[src/rtl/effect_panel_plotter_if.sv]
// Pixel-write port between the front-panel plotter (master) and the VGA adapter (slave).
interface effect_panel_plotter_if;
   logic [7:0]  x;
   logic [6:0]  y;
   logic [11:0] colour;
   logic        writeEn;
   logic        plot_ready;

   modport master (output x, y, colour, writeEn, input plot_ready);
   modport slave  (input x, y, colour, writeEn, output plot_ready);
endinterface

[src/rtl/effect_panel_plotter.sv]
// Amp front-panel overlay plotter: per-channel status boxes and 8-way dial needles.
// Optional macro SKIP_SAME_DIR_EN: dial jobs that would not change the needle emit no pixels.
module effect_panel_plotter #(
   parameter int          NUM_CH     = 3,
   parameter int          X0         = 26,
   parameter int          PITCH      = 47,
   parameter int          BOX_Y      = 21,
   parameter int          BOX_W      = 17,
   parameter int          BOX_H      = 7,
   parameter int          DIAL_XOFF  = 7,
   parameter int          DIAL_Y     = 52,
   parameter int          NEEDLE_LEN = 7,
   parameter logic [11:0] COL_ON     = 12'h2C3,
   parameter logic [11:0] COL_OFF    = 12'h222,
   parameter logic [11:0] COL_NEEDLE = 12'hC38,
   parameter logic [11:0] COL_BG     = 12'h000
) (
   input  logic                  Clock,
   input  logic                  Reset,
   input  logic                  clear_req,
   input  logic [NUM_CH-1:0]     box_req,
   input  logic [NUM_CH-1:0]     ch_on,
   input  logic [NUM_CH-1:0]     dial_req,
   input  logic [7*NUM_CH-1:0]   dial_data,
   output logic                  busy,
   effect_panel_plotter_if.master pix
);
   localparam int         CHW   = (NUM_CH > 1) ? $clog2(NUM_CH) : 1;
   localparam logic [2:0] DIR_N = 3'd0;
`ifdef SKIP_SAME_DIR_EN
   localparam logic SKIP_EN = 1'b1;
`else
   localparam logic SKIP_EN = 1'b0;
`endif

   typedef enum logic [2:0] {
      S_IDLE     = 3'd0,
      S_BOX      = 3'd1,
      S_ERASE    = 3'd2,
      S_DRAW     = 3'd3,
      S_CLR_NEXT = 3'd4
   } state_t;

   state_t              r_state, w_next;
   logic                r_pend_clr;
   logic [NUM_CH-1:0]   r_pend_box, r_pend_dial;
   logic [CHW-1:0]      r_ch;
   logic                r_clearing, r_skip;
   logic [2:0]          r_newdir;
   logic [2:0]          r_dir [NUM_CH];
   logic [7:0]          r_c, r_r;
   logic                r_all_issued;
   logic                r_we, r_busy;
   logic [7:0]          r_x;
   logic [6:0]          r_y;
   logic [11:0]         r_col;

   logic [CHW-1:0]      w_box_sel, w_dial_sel;
   logic                w_any_box, w_any_dial;
   logic [2:0]          w_qdir, w_ndir;
   logic                w_drawing, w_skip_now, w_accept, w_done, w_issue, w_last_idx, w_last_ch;
   logic                w_take_clr;
   logic [NUM_CH-1:0]   w_take_box, w_take_dial;
   int                  w_px_x, w_px_y;
   logic [11:0]         w_px_col;

   function automatic logic [2:0] quantise(input logic [6:0] v);
      logic [2:0] d;
      if      (v <= 7'd8)  d = 3'd0;
      else if (v <= 7'd18) d = 3'd1;
      else if (v <= 7'd30) d = 3'd2;
      else if (v <= 7'd42) d = 3'd3;
      else if (v <= 7'd54) d = 3'd4;
      else if (v <= 7'd66) d = 3'd5;
      else if (v <= 7'd78) d = 3'd6;
      else if (v <= 7'd91) d = 3'd7;
      else                 d = 3'd0;
      return d;
   endfunction

   // Encoding: 0 N, 1 NE, 2 E, 3 SE, 4 S, 5 SW, 6 W, 7 NW; screen y grows downwards.
   function automatic int dir_dx(input logic [2:0] d);
      case (d)
         3'd1, 3'd2, 3'd3: return 1;
         3'd5, 3'd6, 3'd7: return -1;
         default:          return 0;
      endcase
   endfunction

   function automatic int dir_dy(input logic [2:0] d);
      case (d)
         3'd0, 3'd1, 3'd7: return -1;
         3'd3, 3'd4, 3'd5: return 1;
         default:          return 0;
      endcase
   endfunction

   // Lowest-numbered pending box and dial channels.
   always_comb begin
      w_box_sel  = '0;
      w_dial_sel = '0;
      for (int i = NUM_CH - 1; i >= 0; i--) begin
         w_box_sel  = r_pend_box[i]  ? CHW'(i) : w_box_sel;
         w_dial_sel = r_pend_dial[i] ? CHW'(i) : w_dial_sel;
      end
   end

   assign w_any_box   = |r_pend_box;
   assign w_any_dial  = |r_pend_dial;
   assign w_qdir      = quantise(dial_data[7*int'(w_dial_sel) +: 7]);
   assign w_take_clr  = (r_state == S_IDLE) && r_pend_clr;
   assign w_take_box  = ((r_state == S_IDLE) && !r_pend_clr && w_any_box) ?
                        (NUM_CH'(1) << w_box_sel) : '0;
   assign w_take_dial = ((r_state == S_IDLE) && !r_pend_clr && !w_any_box && w_any_dial) ?
                        (NUM_CH'(1) << w_dial_sel) : '0;

   assign w_drawing  = (r_state == S_BOX) || (r_state == S_ERASE) || (r_state == S_DRAW);
   assign w_skip_now = SKIP_EN && (r_state == S_ERASE) && r_skip && !r_clearing;
   assign w_accept   = r_we && pix.plot_ready;
   assign w_done     = w_accept && r_all_issued;
   assign w_issue    = w_drawing && !r_all_issued && !w_skip_now && (!r_we || pix.plot_ready);
   assign w_last_idx = (r_state == S_BOX) ?
                       ((r_c == 8'(BOX_W - 1)) && (r_r == 8'(BOX_H - 1))) :
                       (r_c == 8'(NEEDLE_LEN - 1));
   assign w_last_ch  = (r_ch == CHW'(NUM_CH - 1));

   // State register.
   always_ff @(posedge Clock) begin
      if (Reset) r_state <= S_IDLE;
      else       r_state <= w_next;
   end

   // Next-state logic; a clear walks BOX -> ERASE -> DRAW -> CLR_NEXT for every channel.
   always_comb begin
      w_next = r_state;
      case (r_state)
         S_IDLE: begin
            if (r_pend_clr || w_any_box) w_next = S_BOX;
            else if (w_any_dial)         w_next = S_ERASE;
            else                         w_next = S_IDLE;
         end
         S_BOX: begin
            if (w_done) w_next = r_clearing ? S_ERASE : S_IDLE;
            else        w_next = S_BOX;
         end
         S_ERASE: begin
            if (w_skip_now)  w_next = S_IDLE;
            else if (w_done) w_next = S_DRAW;
            else             w_next = S_ERASE;
         end
         S_DRAW: begin
            if (w_done) w_next = r_clearing ? S_CLR_NEXT : S_IDLE;
            else        w_next = S_DRAW;
         end
         S_CLR_NEXT: w_next = w_last_ch ? S_IDLE : S_BOX;
         default:    w_next = S_IDLE;
      endcase
   end

   // Pixel generator: coordinates and colour of the pixel at the current counters.
   always_comb begin
      w_ndir = (r_state == S_ERASE) ? r_dir[r_ch] : r_newdir;
      if (r_state == S_BOX) begin
         w_px_x   = X0 + int'(r_ch) * PITCH + int'(r_c);
         w_px_y   = BOX_Y + int'(r_r);
         w_px_col = ch_on[r_ch] ? COL_ON : COL_OFF;
      end else begin
         w_px_x   = X0 + int'(r_ch) * PITCH + DIAL_XOFF + dir_dx(w_ndir) * int'(r_c);
         w_px_y   = DIAL_Y + dir_dy(w_ndir) * int'(r_c);
         w_px_col = (r_state == S_ERASE) ? COL_BG : COL_NEEDLE;
      end
   end

   // Request bookkeeping, job setup, pixel counters and the registered pixel port.
   always_ff @(posedge Clock) begin
      if (Reset) begin
         r_pend_clr   <= 1'b0;
         r_pend_box   <= '0;
         r_pend_dial  <= '0;
         r_ch         <= '0;
         r_clearing   <= 1'b0;
         r_skip       <= 1'b0;
         r_newdir     <= DIR_N;
         r_c          <= 8'd0;
         r_r          <= 8'd0;
         r_all_issued <= 1'b0;
         r_we         <= 1'b0;
         r_busy       <= 1'b0;
         r_x          <= 8'd0;
         r_y          <= 7'd0;
         r_col        <= 12'h000;
         for (int i = 0; i < NUM_CH; i++) r_dir[i] <= DIR_N;
      end else begin
         r_busy      <= (w_next != S_IDLE);
         r_pend_clr  <= (r_pend_clr & !w_take_clr) | clear_req;
         r_pend_box  <= (r_pend_box & ~w_take_box) | box_req;
         r_pend_dial <= (r_pend_dial & ~w_take_dial) | dial_req;

         if (r_state == S_IDLE) begin
            if (r_pend_clr) begin
               r_ch       <= '0;
               r_clearing <= 1'b1;
               r_newdir   <= DIR_N;
               r_skip     <= 1'b0;
            end else if (w_any_box) begin
               r_ch       <= w_box_sel;
               r_clearing <= 1'b0;
               r_skip     <= 1'b0;
            end else if (w_any_dial) begin
               r_ch       <= w_dial_sel;
               r_clearing <= 1'b0;
               r_newdir   <= w_qdir;
               r_skip     <= (w_qdir == r_dir[w_dial_sel]);
            end
         end else if (r_state == S_CLR_NEXT) begin
            if (w_last_ch) r_clearing <= 1'b0;
            else           r_ch       <= r_ch + CHW'(1);
         end

         // Counters index the next pixel to present; they restart on every state change.
         if ((w_next != r_state) || (r_state == S_CLR_NEXT)) begin
            r_c          <= 8'd0;
            r_r          <= 8'd0;
            r_all_issued <= 1'b0;
         end else if (w_issue) begin
            if ((r_state == S_BOX) && (r_c == 8'(BOX_W - 1))) begin
               r_c <= 8'd0;
               r_r <= r_r + 8'd1;
            end else begin
               r_c <= r_c + 8'd1;
            end
            r_all_issued <= w_last_idx;
         end

         if (w_issue) begin
            r_we  <= 1'b1;
            r_x   <= 8'(w_px_x);
            r_y   <= 7'(w_px_y);
            r_col <= w_px_col;
         end else if (w_accept) begin
            r_we <= 1'b0;
         end

         if ((r_state == S_DRAW) && w_done) r_dir[r_ch] <= r_newdir;
      end
   end

   assign pix.x       = r_x;
   assign pix.y       = r_y;
   assign pix.colour  = r_col;
   assign pix.writeEn = r_we;
   assign busy        = r_busy;
endmodule

[src/flat_wrapper.sv]
// flat-port wrapper written by rule: the top's interface ports become plain ports
module effect_panel_plotter_flat 
#(
   parameter int          NUM_CH     = 3,
   parameter int          X0         = 26,
   parameter int          PITCH      = 47,
   parameter int          BOX_Y      = 21,
   parameter int          BOX_W      = 17,
   parameter int          BOX_H      = 7,
   parameter int          DIAL_XOFF  = 7,
   parameter int          DIAL_Y     = 52,
   parameter int          NEEDLE_LEN = 7,
   parameter logic [11:0] COL_ON     = 12'h2C3,
   parameter logic [11:0] COL_OFF    = 12'h222,
   parameter logic [11:0] COL_NEEDLE = 12'hC38,
   parameter logic [11:0] COL_BG     = 12'h000
)
  (Clock, Reset, clear_req, box_req, ch_on, dial_req, dial_data, busy, pix_x, pix_y, pix_colour, pix_writeEn, pix_plot_ready);
  effect_panel_plotter_if pix_i ();
  input  logic Clock;
  input  logic Reset;
  input  logic clear_req;
  input  logic [NUM_CH-1:0] box_req;
  input  logic [NUM_CH-1:0] ch_on;
  input  logic [NUM_CH-1:0] dial_req;
  input  logic [7*NUM_CH-1:0] dial_data;
  output logic busy;
  output wire logic [$bits(pix_i.x)-1:0] pix_x;
  output wire logic [$bits(pix_i.y)-1:0] pix_y;
  output wire logic [$bits(pix_i.colour)-1:0] pix_colour;
  output wire logic [$bits(pix_i.writeEn)-1:0] pix_writeEn;
  input wire logic [$bits(pix_i.plot_ready)-1:0] pix_plot_ready;
  assign pix_x = pix_i.x;
  assign pix_y = pix_i.y;
  assign pix_colour = pix_i.colour;
  assign pix_writeEn = pix_i.writeEn;
  assign pix_i.plot_ready = pix_plot_ready;
  effect_panel_plotter #(.NUM_CH(NUM_CH), .X0(X0), .PITCH(PITCH), .BOX_Y(BOX_Y), .BOX_W(BOX_W), .BOX_H(BOX_H), .DIAL_XOFF(DIAL_XOFF), .DIAL_Y(DIAL_Y), .NEEDLE_LEN(NEEDLE_LEN), .COL_ON(COL_ON), .COL_OFF(COL_OFF), .COL_NEEDLE(COL_NEEDLE), .COL_BG(COL_BG)) u_core (.Clock(Clock), .Reset(Reset), .clear_req(clear_req), .box_req(box_req), .ch_on(ch_on), .dial_req(dial_req), .dial_data(dial_data), .busy(busy), .pix(pix_i));
endmodule
[config.mk]
export PLATFORM = sky130hd
export DESIGN_NAME = effect_panel_plotter_flat
export DESIGN_NICKNAME = d
export VERILOG_FILES = /design/src/rtl/effect_panel_plotter_if.sv /design/src/rtl/effect_panel_plotter.sv /design/src/flat_wrapper.sv
export SDC_FILE = /design/constraint.sdc
export NUM_CORES = 1
export LEC_CHECK = 0
export ABC_CLOCK_PERIOD_IN_PS = 6800
export BUFFER_PORTS_ARGS = -buffer_cell sky130_fd_sc_hd__buf_2
export CORE_UTILIZATION = 55
export DETAILED_ROUTE_END_ITERATION = 6
export GPL_ROUTABILITY_DRIVEN = 0
export GPL_TIMING_DRIVEN = 0
export PLACE_DENSITY = 0.75
export SLEW_MARGIN = 20
export SYNTH_ARGS = -nofsm -noshare
export SYNTH_HDL_FRONTEND = slang
export SYNTH_SLANG_ARGS = --single-unit
[constraint.sdc]
create_clock -name Clock -period 6.8 [get_ports Clock]
set_input_delay 2.04 -clock Clock [delete_from_list [all_inputs] [get_ports Clock]]
set_output_delay 2.04 -clock Clock [all_outputs]
set_load 0.02 [all_outputs]
# Word level (Yosys, flattened, before mapping)
# Memories as Yosys holds them, arrays and structs flattened. A register that Yosys moved wholly into a read port is not among the register bits.
# Cells that the tools add are included.
dict set report word_totals {
  output_inout_bits 29
  n_memories 1
  in_bits 34
  mem_bits_rw 9
  register_bits 62
}
# memory depth word_bits read_ports rd_clocked_by_memory_dff write_ports line_no
set mem_list {}
lappend mem_list {u_core.r_dir 3 3 1 1 3 effect_panel_plotter.sv:50} ;# logic [2:0] r_dir [NUM_CH];
dict set report op_classes {
  add_sub_neg 9
  n_reduce_logical 41
  shifts 3
  n_mux 66
  bitwise 8
  mul 4
  order_cmp 9
  eq_ne 19
}
# cell count
set ops {}
lappend ops {{case mux 32 bit (2 select lines)} 2}
lappend ops {{2-to-1 mux 32 bit} 2}
lappend ops {{2-to-1 mux 3 bit} 19}
lappend ops {{2-to-1 mux 2 bit} 17}
lappend ops {{multiplier 32 x 9 -> 7 bit} 1}
lappend ops {{multiplier 32 x 9 -> 8 bit} 1}
lappend ops {{indexed part select 21 x 32 -> 7 bit} 1}
lappend ops {{2-to-1 mux 12 bit} 2}
lappend ops {{2-to-1 mux 8 bit} 3}
lappend ops {{<= comparator 7 bit (second input constant)} 3}
lappend ops {{OR reduction 3 bit} 7}
lappend ops {{2-to-1 mux 1 bit} 18}
lappend ops {{adder 8 x 1 -> 8 bit (second input constant)} 2}
lappend ops {{adder 8 bit} 2}
lappend ops {{equality test 8 x 3 -> 1 bit (second input constant)} 2}
lappend ops {{equality test 3 bit (second input constant)} 5}
lappend ops {{case mux 3 bit (5 select lines)} 1}
lappend ops {{<= comparator 7 x 5 -> 1 bit (second input constant)} 2}
lappend ops {{<= comparator 7 x 6 -> 1 bit (second input constant)} 2}
lappend ops {{equality test 3 x 2 -> 1 bit (second input constant)} 4}
lappend ops {{logical AND 1 bit} 12}
lappend ops {{AND reduction 3 bit} 3}
lappend ops {{adder 6 x 8 -> 8 bit (first input constant)} 1}
lappend ops {{adder 8 x 4 -> 8 bit (second input constant)} 1}
lappend ops {{other kinds (29)} 46}

# Longest topological paths before layout
# Gate-level depths: netlist of run 1.
dict set report logic_depth {
  ltp_word 17
  depth_mapped 23
}

# Least setup slack after synthesis of run 1
# Ideal clock, no wire load.
dict set report synth_timing {
  kind {flip-flop to flip-flop}
  start {register (tool-made name)}
  end {register u_core.r_x[7], in the netlist u_core.pix.x[7]}
  t_arrival_ns 5.039
  setup_ns 0.101
  setup_slack_ns 1.660
  path_stages_with_launch 21
  required_time_ns 6.699
  path_cell_list {dfxtp_1 -> buf_6 -> mux4_2 -> mux2i_2 -> and2b_2 -> nand2_1 -> inv_1 -> fa_1 -> inv_1 -> fa_1 -> inv_1 -> fa_1 -> fa_1 -> ha_1 -> xnor2_1 -> xnor2_1 -> xnor2_1 -> xnor2_1 -> xnor2_1 -> xnor2_1 -> o41ai_1}
}
# item line_no
set synth_rtl {}
lappend synth_rtl {{end signal, assigned} effect_panel_plotter.sv:237} ;# r_x <= 8'(w_px_x);
lappend synth_rtl {{end, declared} effect_panel_plotter.sv:54} ;# logic [7:0] r_x;

# Worst setup path in the final report of run 1
dict set report layout_timing {
  start {register u_core.r_state[1]}
  end {register u_core.r_x[7], in the netlist u_core.pix.x[7]}
}
dict set report layout_between {
  elab_chain_cells 9
}
# item line_no
set layout_lines {}
lappend layout_lines {{start, declared} effect_panel_plotter.sv:44} ;# state_t r_state, w_next;
lappend layout_lines {{start signal, assigned} effect_panel_plotter.sv:130} ;# else r_state <= w_next;
lappend layout_lines {{equality test 3 x 2 -> 1 bit} {effect_panel_plotter.sv:117, effect_panel_plotter.sv:162}}
lappend layout_lines {{2-to-1 mux 3 bit} effect_panel_plotter.sv:162} ;# w_ndir = (r_state == S_ERASE) ? r_dir[r_ch] : r_newdir;
lappend layout_lines {{equality test 3 bit, or another cell as far along} effect_panel_plotter.sv:83} ;# case (d)
lappend layout_lines {{OR reduction 3 bit} effect_panel_plotter.sv:83}
lappend layout_lines {{case mux 32 bit (2 select lines)} effect_panel_plotter.sv:83}
lappend layout_lines {{2-to-1 mux 32 bit} effect_panel_plotter.sv:163} ;# if (r_state == S_BOX) begin
lappend layout_lines {{multiplier 32 x 9 -> 8 bit} effect_panel_plotter.sv:168} ;# w_px_x = X0 + int'(r_ch) * PITCH + DIAL_XOFF + dir_dx(w_ndir) * int'(r_c);
lappend layout_lines {{adder 8 bit} effect_panel_plotter.sv:168}
lappend layout_lines {{2-to-1 mux 8 bit} effect_panel_plotter.sv:163}
# Parallel ways exist; a longest one is shown, timed or not. The select of a mux whose other input is x is not followed.
# A chain may end at the register's enable or synchronous reset.

==> results.json, run 1 <==
{
  "port_buffers": 59,
  "ys.flop_type": "dfxtp_1",
  "drv_cap": 0,
  "critPathCaptureType": "flip-flop",
  "cts_hold_buf": 0,
  "cts_tree": "yes",
  "setup.worst_path.start_class": "flip-flop",
  "ys_seq_elements": 68,
  "avgSynthCellArea_sq_um": 8.43,
  "tns_ps": 0,
  "fin_nets": 867,
  "met2_usage_pct": 45.7,
  "max_slew_margin_pct": 41.2,
  "yosys_warnings": 0,
  "synth_most_common_cell": "nand2_1",
  "vias": 5001,
  "yosysSeqAreaShare_pct": 25.8,
  "critPathMaxFanout": 10,
  "grt_pass1_wl_um": 23400,
  "cts-root-buf": "clkbuf_8",
  "finalHoldViolCount": 0,
  "reg2reg_depth": 21,
  "p_per_area_nw_per_um2": 209,
  "ir_worst_vdd_mv": 0.157,
  "dieArea_sq_um": 10900,
  "synth.top_cells.by_area": "dfxtp_1 19%, ha_1 11%, fa_1 9.7%",
  "fillerInstances": 840,
  "yosys-top-cells-count": "72 x nand2_1, 68 x nor2_1, 67 x inv_1",
  "top_usage_layer": "met2",
  "seq_area_sq_um": 1480,
  "final_antenna_net_count": 0,
  "critical_path_class": "flip-flop to flip-flop",
  "fin_area_sq_um": 6430,
  "grt_setup_unrepaired": "false",
  "grtUsageMet1_pct": 34.4,
  "routed_via_density": 5.61,
  "dp_hpwl_um": 11100,
  "start_util_pct": 57.8,
  "placedInstanceArea_sq_um": 6220,
  "coreArea_sq_um": 9950,
  "fin_skew_ps": 10.3,
  "max_slew.worst_pin.slew_ps": 878,
  "synth_edf_count": 12,
  "grt_pass1_vias": 4975,
  "setup_violations": 0,
  "synthArstFlopShare_pct": 0,
  "cts_buffers": 9,
  "drtIter0Drc": 379,
  "power.static_leakage_nw": 2.95,
  "required_ps": 7050,
  "use_met3_pct": 4.26,
  "fp.dieW_um": 104,
  "antenna_found_initial": 0,
  "fmax_mhz": 165,
  "arrival_ps": 6320,
  "status": "finished clean",
  "rows": 36,
  "dr.pass1.iters": 6,
  "clock-sinks": 68,
  "clk_latency_ps": 360,
  "ios": 63,
  "layout_min_cycle_time_ps": 6070,
  "htree_levels": 3,
  "drc": 0,
  "routedWlPerCell_um": 15.8,
  "clk_pin_slew_ps": 80,
  "diodes": 0,
  "yosysTopAreaCellShare_pct": 19.5,
  "drive_above_1_share_pct": 14.4,
  "netlist_area_sq_um": 5750,
  "netlist_instances": 682,
  "area_growth_pct": 11.8,
  "ys_types": 69,
  "cts_resized": 0,
  "drt-total-wl_um": 14100,
  "track_usage_pct": 27.0,
  "die_h_um": 104,
  "yosysTopAreaCell": "dfxtp_1",
  "cts_buffer_depth": 2,
  "hold_path.class": "flip-flop to flip-flop",
  "cts_setup_buffers": 0,
  "overflow": 0,
  "maxSlewViolCount": 0,
  "whs_path_depth": 2,
  "grt_max_degree": 15,
  "fin_crit_sh_pct": 89.3,
  "multi_input_area_sq_um": 3810
}
-- area by class of cell --
class	instances	share of cell area, %
clock buffers	9	1.93
clock inverters	7	1.29
plain buffers	40	3.23
well taps	133	2.59
flip-flops and latches	68	23.1
repair buffers	59	4.60
inverters	68	3.97
multi-input cells	507	59.3
-- critical path, cell delays in order, from the launching register on --
cell     delay (ps)
dfxtp_1         330
buf_4           160
nor3b_4         480
nor3_1           80
a21oi_1         570
nand2_1         250
or2_2           390
inv_1           190
fa_1            440
inv_1            80
fa_1            410
inv_1            80
fa_1            440
fa_1            500
ha_1            240
xnor2_1         140
xnor2_1         210
xnor2_1         110
xnor2_1         280
xnor2_1         180
xnor2_1         130
o41ai_1         260
-- final timing paths --
| kind | start | endpoint | slack, ps |
|---|---|---|---|
| max | u_core.r_state[1] | u_core.pix.x[7] | 730 |
| min | u_core.pix.x[2] | u_core.pix.x[2] | 460 |
| max reg2reg | u_core.r_state[1] | u_core.pix.x[7] | 730 |
| min reg2reg | u_core.pix.x[2] | u_core.pix.x[2] | 460 |
-- cells by family (layout without fill, tap and decap cells) --
group / after synthesis / count (layout) / synth area share [%]
muxes: 11 / 11 / 2.81
and+or+nand+nor: 240 / 240 / 20.4
other: 1 / 2 / 0.0652
xor gates and xnor gates: 51 / 51 / 7.77
AOI/OAI and AO/OA: 123 / 123 / 14.1
adders and majority gates: 80 / 80 / 21.1
DFF: 68 / 68 / 25.8
buffers and inverters: 108 / 183 / 8.05
-- report_power, final --
group | internal [mW] | total (mW) | leakage, nW | switching (mW)
combinational | 0.201 | 0.519 | 2.27 | 0.319
sequential | 0.445 | 0.475 | 0.582 | 0.0299
clock | 0.175 | 0.351 | 0.0984 | 0.176
total | 0.820 | 1.35 | 2.95 | 0.525
-- routing by layer --
| layer | wire, um | part of all wire (%) |
|---|---|---|
| met1 | 6150 | 44 |
| met5 | 0 | 0 |
| met4 | 369 | 2.6 |
| met3 | 898 | 6.4 |
| met2 | 6630 | 47 |
-- cell usage in the layout (no fill, tap or decap), types with 10 or more instances in the layout --
master	synthesis	routed
fa_1	28	28
xor2_1	15	15
o21ai_0	24	24
nand2_1	72	72
dfxtp_1	56	56
edfxtp_1	12	12
a21oi_1	36	36
clkbuf_1	24	24
nor3_1	21	21
buf_4	10	10
nand3_1	12	12
ha_1	52	52
inv_1	67	67
buf_2	4	63
and2_1	12	12
nor2_1	68	68
and3_1	12	12
xnor2_1	36	36
-- sequential cells by signal (all words and copies together) (netlist names), named ones only --
| register | count |
|---|---|
| u_core.r_newdir | 3 |
| u_core.r_pend_box | 3 |
| u_core.pix.colour | 4 |
| u_core.r_clearing | 1 |
| u_core.pix.x | 8 |
| u_core.r_all_issued | 1 |
| u_core.r_pend_dial | 3 |
| u_core.pix.writeEn | 1 |
| u_core.r_pend_clr | 1 |
| u_core.r_ch | 2 |
| u_core.busy | 1 |
| u_core.r_c | 8 |
| u_core.r_dir | 12 |
| u_core.pix.y | 7 |
| u_core.r_state | 3 |
| u_core.r_r | 8 |
-- metrics by stage --
stage	utilization, %	setup slack (ps)	power [mW]	std cells	hold WS [ps]
after floorplan	-	1660	0.849	683	460
after global placement	62.4	973	0.983	875	445
after detailed placement	62.5	772	0.994	875	450
after CTS	64.6	742	1.34	891	461
after global routing	64.6	226	1.42	891	505
final	64.6	728	1.35	891	465
(Power assumes the default switching activity.)
==> inputs of run 2 (changes only) <==
Settings changed: CAP_MARGIN set to 20, CORE_UTILIZATION 55 to 58, PLACE_DENSITY 0.75 to 0.78.
==> results.json, run 2 (same netlist as run 1, synthesis figures left out) <==
{
  "dieArea_sq_um": 10300,
  "cts_buffers": 9,
  "whs_path_depth": 2,
  "maxSlewViolCount": 0,
  "internal-power_uw": 849,
  "power.switching_uw": 514,
  "grt_max_degree": 12,
  "fmax_mhz": 164,
  "final_antenna_net_count": 0,
  "largest-register": "u_core.r_dir",
  "cts-root-buf": "clkbuf_8",
  "cp_slowest_stage_delay_ps": 600,
  "track_usage_pct": 30.3,
  "cts_hold_buf": 0,
  "crit_slowest_cell": "a21oi_1",
  "worstHoldStart": "u_core.pix.y[1]",
  "ir_worst_vdd_mv": 0.171,
  "power.static_leakage_nw": 2.95,
  "p_per_area_nw_per_um2": 212,
  "p_comb_share_pct": 38.8,
  "dp_hpwl_um": 11400,
  "required_ps": 7060,
  "start_util_pct": 61.1,
  "area_growth_pct": 11.6,
  "status": "finished clean",
  "critPathCaptureType": "flip-flop",
  "routed_via_density": 5.81,
  "drtIter0Drc": 335,
  "dr.pass1.iters": 5,
  "timing.rr.end": "u_core.pix.x[7]",
  "grt_pass1_vias": 5070,
  "max_slew.worst_pin.slew_ps": 855,
  "layout_min_cycle_time_ps": 6090,
  "fin_skew_ps": 11.7,
  "drc": 0,
  "fillerInstances": 799,
  "layout_common_cells": "72 x nand2_1, 68 x nor2_1, 67 x inv_1",
  "reg2reg_depth": 22,
  "cp_common_cell": "xnor2_1",
  "htree_levels": 3,
  "fin_nets": 867,
  "routedWlPerCell_um": 16.5,
  "setup.worst_path.start_class": "flip-flop",
  "finalHoldViolCount": 0,
  "antenna_found_initial": 0,
  "die_h_um": 102,
  "pre_cts_slack_ps": 781,
  "drt-total-wl_um": 14600,
  "cts_tree": "yes",
  "vias": 5150,
  "largest_reg_flops": 12,
  "hold_path.class": "flip-flop to flip-flop",
  "min_to": "u_core.pix.y[1]",
  "clk_latency_ps": 350,
  "fin_crit_sh_pct": 89.5,
  "crit_chain": "clkbuf_1, nor3_1, a211oi_1, a21oi_1, a21oi_1, nand2_1, or2_2, inv_1, fa_1, inv_1, fa_1, inv_1, fa_1, fa_1, ha_1, xnor2_1, xnor2_1, xnor2_1, xnor2_1, xnor2_1, xnor2_1, o41ai_1",
  "critical_path_class": "flip-flop to flip-flop",
  "drv_cap": 0,
  "fp.dieW_um": 102,
  "drive_above_1_share_pct": 13.9,
  "clkPwrFrac_pct": 26.3,
  "clk_pin_slew_ps": 70,
  "critPathMaxFanout": 10,
  "grt_pass1_wl_um": 24200,
  "fin_ws_ps": 711,
  "setup_violations": 0,
  "diodes": 0,
  "arrival_ps": 6350,
  "cts_resized": 0,
  "p_seq_share_pct": 34.9,
  "rows": 35,
  "overflow": 0,
  "tns_ps": 0,
  "switching_share_pct": 37.7,
  "ios": 63,
  "cts_buffer_depth": 2,
  "coreArea_sq_um": 9420,
  "grt_setup_unrepaired": "false",
  "ff2ff_setup_slack_ps": 710,
  "port_buffers": 59,
  "final_common_cell": "nand2_1",
  "clock-sinks": 68,
  "max_slew_margin_pct": 42.7,
  "cts_setup_buffers": 0
}
==> run 2: cell types whose count changed in the layout (fill, tap and decap cells not counted) <==
cell / delta
clkinv_1: +3
bufinv_16: +1
inv_6: -2
clkinvlp_4: -2
inv_8: -1
==> run 2: routing by layer <==
layer	vias to the layer above	wire [um]	GRT usage, %
met2	196	6840	50.0
li1	2449	-	-
met3	40	922	4.14
met4	0	428	11.8
met5	-	0	0
met1	2465	6420	40.4
==> run 2: worst max path at each step <==
stage / from / end / cells after the start
2_1_floorplan: flip-flop / u_core.pix.x[7] / 20
3_3_place_gp: flip-flop / u_core.pix.x[7] / 22
3_5_place_dp: flip-flop / u_core.pix.x[7] / 22
4_1_cts: flip-flop / u_core.pix.x[7] / 22
5_1_grt: u_core.r_state[1] / u_core.pix.x[7] / 21
6_report: flip-flop / u_core.pix.x[7] / 22
==> run 2: cell type report <==
type	instances	area (sq um)	share of cell area [%]
Inverter	68	255	3.98
Buffer	40	208	3.24
Tap cell	129	161	2.51
Clock inverter	6	80.1	1.25
Timing Repair Buffer	59	295	4.60
Sequential cell	68	1480	23.1
Clock buffer	9	124	1.93
Multi-Input combinational cell	507	3810	59.4
==> run 2: power groups by stage <==
| stage | logic, mW | clock network (mW) | registers [mW] |
|---|---|---|---|
| floorplan | 0.347 | 0 | 0.502 |
| global placement | 0.499 | 0 | 0.482 |
| detailed placement | 0.516 | 0 | 0.484 |
| CTS | 0.521 | 0.359 | 0.475 |
| global route | 0.581 | 0.380 | 0.480 |
| finish | 0.529 | 0.358 | 0.476 |
==> run 2: worst max-delay path, delay by kind of cell (launching register included) <==
| kind | cells | cell delay [ps] |
|---|---|---|
| xor+xnor | 6 | 1050 |
| flops | 1 | 320 |
| simple gates | 3 | 740 |
| buf+inv | 4 | 720 |
| fa+ha+maj | 5 | 2020 |
| compound gates | 4 | 1160 |
==> run 2: metrics by stage <==
stage | instance area [sq um] | power, mW | util, % | hold slack (ps) | instances
2_1_floorplan | 5750 | 0.849 | - | 460 | 683
3_3_place_gp | 6210 | 0.981 | 66.0 | 444 | 871
3_5_place_dp | 6210 | 1.00 | 66.0 | 447 | 871
4_1_cts | 6420 | 1.35 | 68.2 | 464 | 886
5_1_grt | 6420 | 1.44 | 68.2 | 507 | 886
6_report | 6420 | 1.36 | 68.2 | 466 | 886
